`config.mk`:
```
export PLATFORM = sky130hd
export DESIGN_NAME = dmem_arbiter
export DESIGN_NICKNAME = d
export VERILOG_FILES = /design/src/rtl/dmem_arbiter.sv
export SDC_FILE = /design/constraint.sdc
export NUM_CORES = 1
export LEC_CHECK = 0
export ABC_AREA = 1
export BUFFER_PORTS_ARGS = -buffer_cell sky130_fd_sc_hd__buf_2
export CAP_MARGIN = 20
export CORE_MARGIN = 2
export CORE_UTILIZATION = 47
export CTS_CLUSTER_DIAMETER = 120
export DETAILED_ROUTE_END_ITERATION = 7
export PLACE_DENSITY_LB_ADDON = 0.2
export SLEW_MARGIN = 20
export SYNTH_ARGS = -nofsm -noshare
export SYNTH_HDL_FRONTEND = slang
export SYNTH_SLANG_ARGS = --single-unit
export TNS_END_PERCENT = 50
```
`constraint.sdc`:
```
create_clock -name clk -period 2.64 [get_ports clk]
set_input_delay 0.792 -clock clk [delete_from_list [all_inputs] [get_ports clk]]
set_output_delay 0.792 -clock clk [all_outputs]
set_load 0.1 [all_outputs]
```
`src/rtl/dmem_arbiter.sv`:
```
// Shares the single-port data memory between the core's M stage and a DMA/debug port.
// Each access runs IDLE -> ISSUE -> WAIT -> DONE; the core is stalled until its own DONE cycle.
module dmem_arbiter #(
    parameter int AW         = 32,
    parameter int DW         = 32,
    parameter int MEM_LAT    = 1,
    parameter int STARVE_MAX = 4
) (
    input  logic          clk,
    input  logic          reset,
    input  logic          MemReadM,
    input  logic          MemWriteM,
    input  logic [AW-1:0] DataAdrM,
    input  logic [DW-1:0] WriteDataM,
    output logic [DW-1:0] ReadDataM,
    output logic          StallM,
    input  logic          DmaReq,
    input  logic          DmaWe,
    input  logic [AW-1:0] DmaAdr,
    input  logic [DW-1:0] DmaWData,
    output logic          DmaGnt,
    output logic          DmaDone,
    output logic [DW-1:0] DmaRData,
    output logic          MemEn,
    output logic          MemWe,
    output logic [AW-1:0] MemAdr,
    output logic [DW-1:0] MemWData,
    input  logic [DW-1:0] MemRData
);
    localparam int LW = (MEM_LAT > 1) ? $clog2(MEM_LAT) : 1;
    localparam int SW = $clog2(STARVE_MAX + 1);

    typedef enum logic [1:0] {IDLE, ISSUE, WAIT, DONE} state_t;

    state_t        state_reg, state_next;
    logic          owner_reg, owner_next;       // 1 = DMA owns the access
    logic [SW-1:0] starve_reg, starve_next;
    logic [LW-1:0] lat_reg, lat_next;
    logic          we_reg, we_next;
    logic [AW-1:0] adr_reg, adr_next;
    logic [DW-1:0] wdata_reg, wdata_next;
    logic [DW-1:0] core_rdata_reg, core_rdata_next;
    logic [DW-1:0] dma_rdata_reg, dma_rdata_next;

    logic core_req;
    logic dma_win;
    logic core_done;

    assign core_req  = MemReadM | MemWriteM;
    // DMA takes the slot when the core is idle or once the core has starved it long enough
    assign dma_win   = DmaReq & (~core_req | (starve_reg == SW'(STARVE_MAX)));
    assign core_done = (state_reg == DONE) & ~owner_reg;

    always_comb begin
        state_next      = state_reg;
        owner_next      = owner_reg;
        starve_next     = starve_reg;
        lat_next        = lat_reg;
        we_next         = we_reg;
        adr_next        = adr_reg;
        wdata_next      = wdata_reg;
        core_rdata_next = core_rdata_reg;
        dma_rdata_next  = dma_rdata_reg;
        case (state_reg)
            IDLE: begin
                if (!DmaReq) begin
                    starve_next = '0;
                end
                if (dma_win) begin
                    owner_next  = 1'b1;
                    starve_next = '0;
                    we_next     = DmaWe;
                    adr_next    = DmaAdr;
                    wdata_next  = DmaWData;
                    state_next  = ISSUE;
                end else if (core_req) begin
                    owner_next = 1'b0;
                    we_next    = MemWriteM;   // read+write together counts as a write
                    adr_next   = DataAdrM;
                    wdata_next = WriteDataM;
                    state_next = ISSUE;
                    if (DmaReq && (starve_reg != SW'(STARVE_MAX))) begin
                        starve_next = starve_reg + SW'(1);
                    end
                end
            end
            ISSUE: begin
                if (MEM_LAT == 1) begin
                    state_next = DONE;
                end else begin
                    lat_next   = LW'(MEM_LAT - 1);
                    state_next = WAIT;
                end
            end
            WAIT: begin
                if (lat_reg == LW'(1)) begin
                    state_next = DONE;
                end else begin
                    lat_next = lat_reg - LW'(1);
                end
            end
            DONE: begin
                if (!we_reg) begin
                    if (owner_reg) begin
                        dma_rdata_next = MemRData;
                    end else begin
                        core_rdata_next = MemRData;
                    end
                end
                state_next = IDLE;
            end
            default: state_next = IDLE;
        endcase
    end

    always_ff @(posedge clk or negedge reset) begin
        if (!reset) begin
            state_reg      <= IDLE;
            owner_reg      <= 1'b0;
            starve_reg     <= '0;
            lat_reg        <= '0;
            we_reg         <= 1'b0;
            adr_reg        <= '0;
            wdata_reg      <= '0;
            core_rdata_reg <= '0;
            dma_rdata_reg  <= '0;
        end else begin
            state_reg      <= state_next;
            owner_reg      <= owner_next;
            starve_reg     <= starve_next;
            lat_reg        <= lat_next;
            we_reg         <= we_next;
            adr_reg        <= adr_next;
            wdata_reg      <= wdata_next;
            core_rdata_reg <= core_rdata_next;
            dma_rdata_reg  <= dma_rdata_next;
        end
    end

    assign MemEn    = (state_reg == ISSUE);
    assign MemWe    = MemEn & we_reg;
    assign MemAdr   = adr_reg;
    assign MemWData = wdata_reg;
    assign DmaGnt   = MemEn & owner_reg;
    assign DmaDone  = (state_reg == DONE) & owner_reg;

    // Read data is forwarded in the DONE cycle itself, then held from the capture register
    assign ReadDataM = (core_done & ~we_reg) ? MemRData : core_rdata_reg;
    assign DmaRData  = (DmaDone & ~we_reg) ? MemRData : dma_rdata_reg;
    assign StallM    = reset & core_req & ~core_done;
endmodule
```
==> results.txt <==
Crit path from - state_reg[0]
CTS buffer count - 17
#FFs+latches synth - 136
RSZ-0062 raised after global routing - yes
Hold Path Sink - MemWData[9]
Synth Flop Type - dfrtp_1
Routability cong. - 0.8642
CP bufs+invs - 4
Layout Skew - 0.006823 ns
Fin crit period - 2.828 ns
Layout cells sized above 1 - 42.68%
R2R Setup Slk - 0.41 ns
Clock tree buffer depth - 2
Top cell type's share of synthesized area - 52.62%
Die height - 121.3 µm
Fin util - 84.16%
Syn_area_per_cell - 7.600 µm²
Vias - 6794
Final Hold Fails - 0
Worst skew pair latency - 0.42 ns
Die ar. - 0.01471 mm²
ANT nets after route - 0
Cell Chain, Critical Path - ha_4, nand2_4, clkinvlp_4, nand2_8, buf_16, buf_4, o21ai_4, buf_12
Crit-path leading delay family - buffers and inverters
Row count - 42
Max transition margin - 51.84%
Drc violations - 0
H-tree levels - 4
Fin worst setup slack - -0.1884 ns
Largest cells by area after synthesis - dfrtp_1, nand2_1, nand3_1
Clock Sinks - 136
Failing checks - negative setup slack
Starting density of the core - 48.45%
Setup-failing EPs final - 63
Number of synthesized flops with an enable pin - 0
Core ar. - 0.01335 mm²
Worst Tran Pin Value - 0.7225 ns
Worst reg2reg startpoint - state_reg[1]
Crit path kind - reg2out
Global-route usage over all layers - 31.88%
Max-cap violation count - 0
R2R cell count - 9
First-pass GRT wire length - 35740 µm
Startpoint types - flop
Synthesized cell area - 0.006467 mm²
Number of global-route vias before repair - 6952
CP arrival - 2.04 ns
WL/cell - 17.64 µm
Worst hold path stage count - 2
Synth Instances - 851
Seq/Total Area, Yosys - 52.62%
Vias/cell - 5.007
Layout fillers - 730
Crit. End Element - primary output
Hold path start - MemWData[9]
Status - finished, violations left
CP required - 1.85 ns
Ys async rst share - 100.0%
Initial antenna violation count - 1
Ant. Diodes - 0
Class of the worst hold path - reg2reg
GRT Residual Overflow - 0
Yosys top cell by area - dfrtp_1
CP max stage cell - dfrtp_1
Crit-path max cell delay - 0.39 ns
Pre-antenna DRT Iters - 5
R2r endpoint - MemWData[3]
I/O Pins - 299
Fin nets - 1341
1st-iter DRT viols - 447
Fin. max-slew vios - 0
Final worst-path cycle share - 107.1%
Area Growth Syn to Fin - 73.69%
Crit path max fanout - 14
Buffers on Ports - 298
Yosys warns - 0
DP HPWL - 13990 µm
Max Clk Rate - 0.3536 GHz
Top post-synthesis cells by count - nand2_1, inv_1, dfrtp_1, nand3_1, o21ai_1
Largest net degree at the start of global routing - 137
Final WL - 23940 µm
Syn nets - 1023
Die width - 121.3 µm
Root Buffer - clkbuf_16
Synth cell types - 18
CTS tree - yes
Reg clk slew, reported paths - 0.06 ns
Most common cell in the netlist - nand2_1
## final cells by class
class	count	area [µm²]	area share [%]
Inverter	178	671.9	5.981
Clock inverter	8	95.09	0.8465
Timing Repair Buffer	346	3098	27.58
Multi-Input combinational cell	490	3257	28.99
Sequential cell	136	3403	30.30
Clock buffer	23	488.0	4.344
Tap cell	176	220.2	1.960
## worst register-to-register path, cell delays in order, from the launching register on
cell,delay (ns)
dfrtp_1,0.41
buf_4,0.15
buf_4,0.14
inv_1,0.11
ha_1,0.32
inv_2,0.10
a21oi_4,0.15
buf_4,0.45
nand3_1,0.21
nand2_1,0.13
## how the worst max path moves through the flow
stage	endpoint	slack, ns	cells past startpoint
5_1_grt	DmaRData[23]	-0.24	8
3_3_place_gp	DmaRData[24]	0.25	8
3_5_place_dp	DmaRData[4]	0.20	8
4_1_cts	DmaRData[4]	-0.12	8
2_1_floorplan	ReadDataM[10]	-0.26	6
6_report	DmaRData[29]	-0.19	8
## logic make-up (layout without fill, tap and decap cells)
family                     count (synthesis)  after routing  synth area share [%]
adders and majority gates                  6              6                 1.161
and+or+nand+nor                          410            411                 26.45
xor gates and xnor gates                   1              1                0.1354
DFF                                      136            136                 52.62
buffers and inverters                    226            555                 13.91
AOI/OAI and AO/OA                         72             72                 5.726
## stage by stage
step	std cells	setup TNS (ns)	hold WS (ns)	area (µm²)	setup slack, ns
floorplan	851	-12.67	0.4390	7239	-0.2566
global placement	1293	0	0.4549	9833	0.2494
detailed placement	1293	0	0.4582	9833	0.1966
CTS	1342	-4.960	0.4754	10930	-0.1186
global route	1357	-10.95	0.4875	11230	-0.2450
finish	1357	-6.719	0.4705	11230	-0.1884
## layer usage
metal / global-route usage (%) / wire, µm / vias up
met3: 7.237 / 1538 / 79
met4: 16.81 / 1236 / 0
met2: 56.53 / 12390 / 320
met5: 0 / 0 / -
met1: 35.54 / 8773 / 3188
li1: - / - / 3207
## cell usage in the layout, fill, tap and decap left out, drive strengths merged
cell type,Yosys,layout
nand4,1,1
or2,1,1
clkbuf,25,26
ha,6,6
a21oi,1,1
xor2,1,1
nor2,3,3
inv,178,177
dfrtp,136,136
clkinvlp,0,3
nand3,133,133
buf,23,343
nand2,272,273
bufinv,0,2
clkinv,0,4
o22ai,2,2
o21ai,69,69
## what timing repair did
item	in CTS	in global routing
resized for setup	56	42
endpoints found under the setup margin	64	66
cloned	4	3
hold buffers	0	0
buffers inserted	14	16
pin swaps	2	6
Power is not shown: default switching activity piles up to over one toggle a cycle in this logic, so the estimate is an artifact.
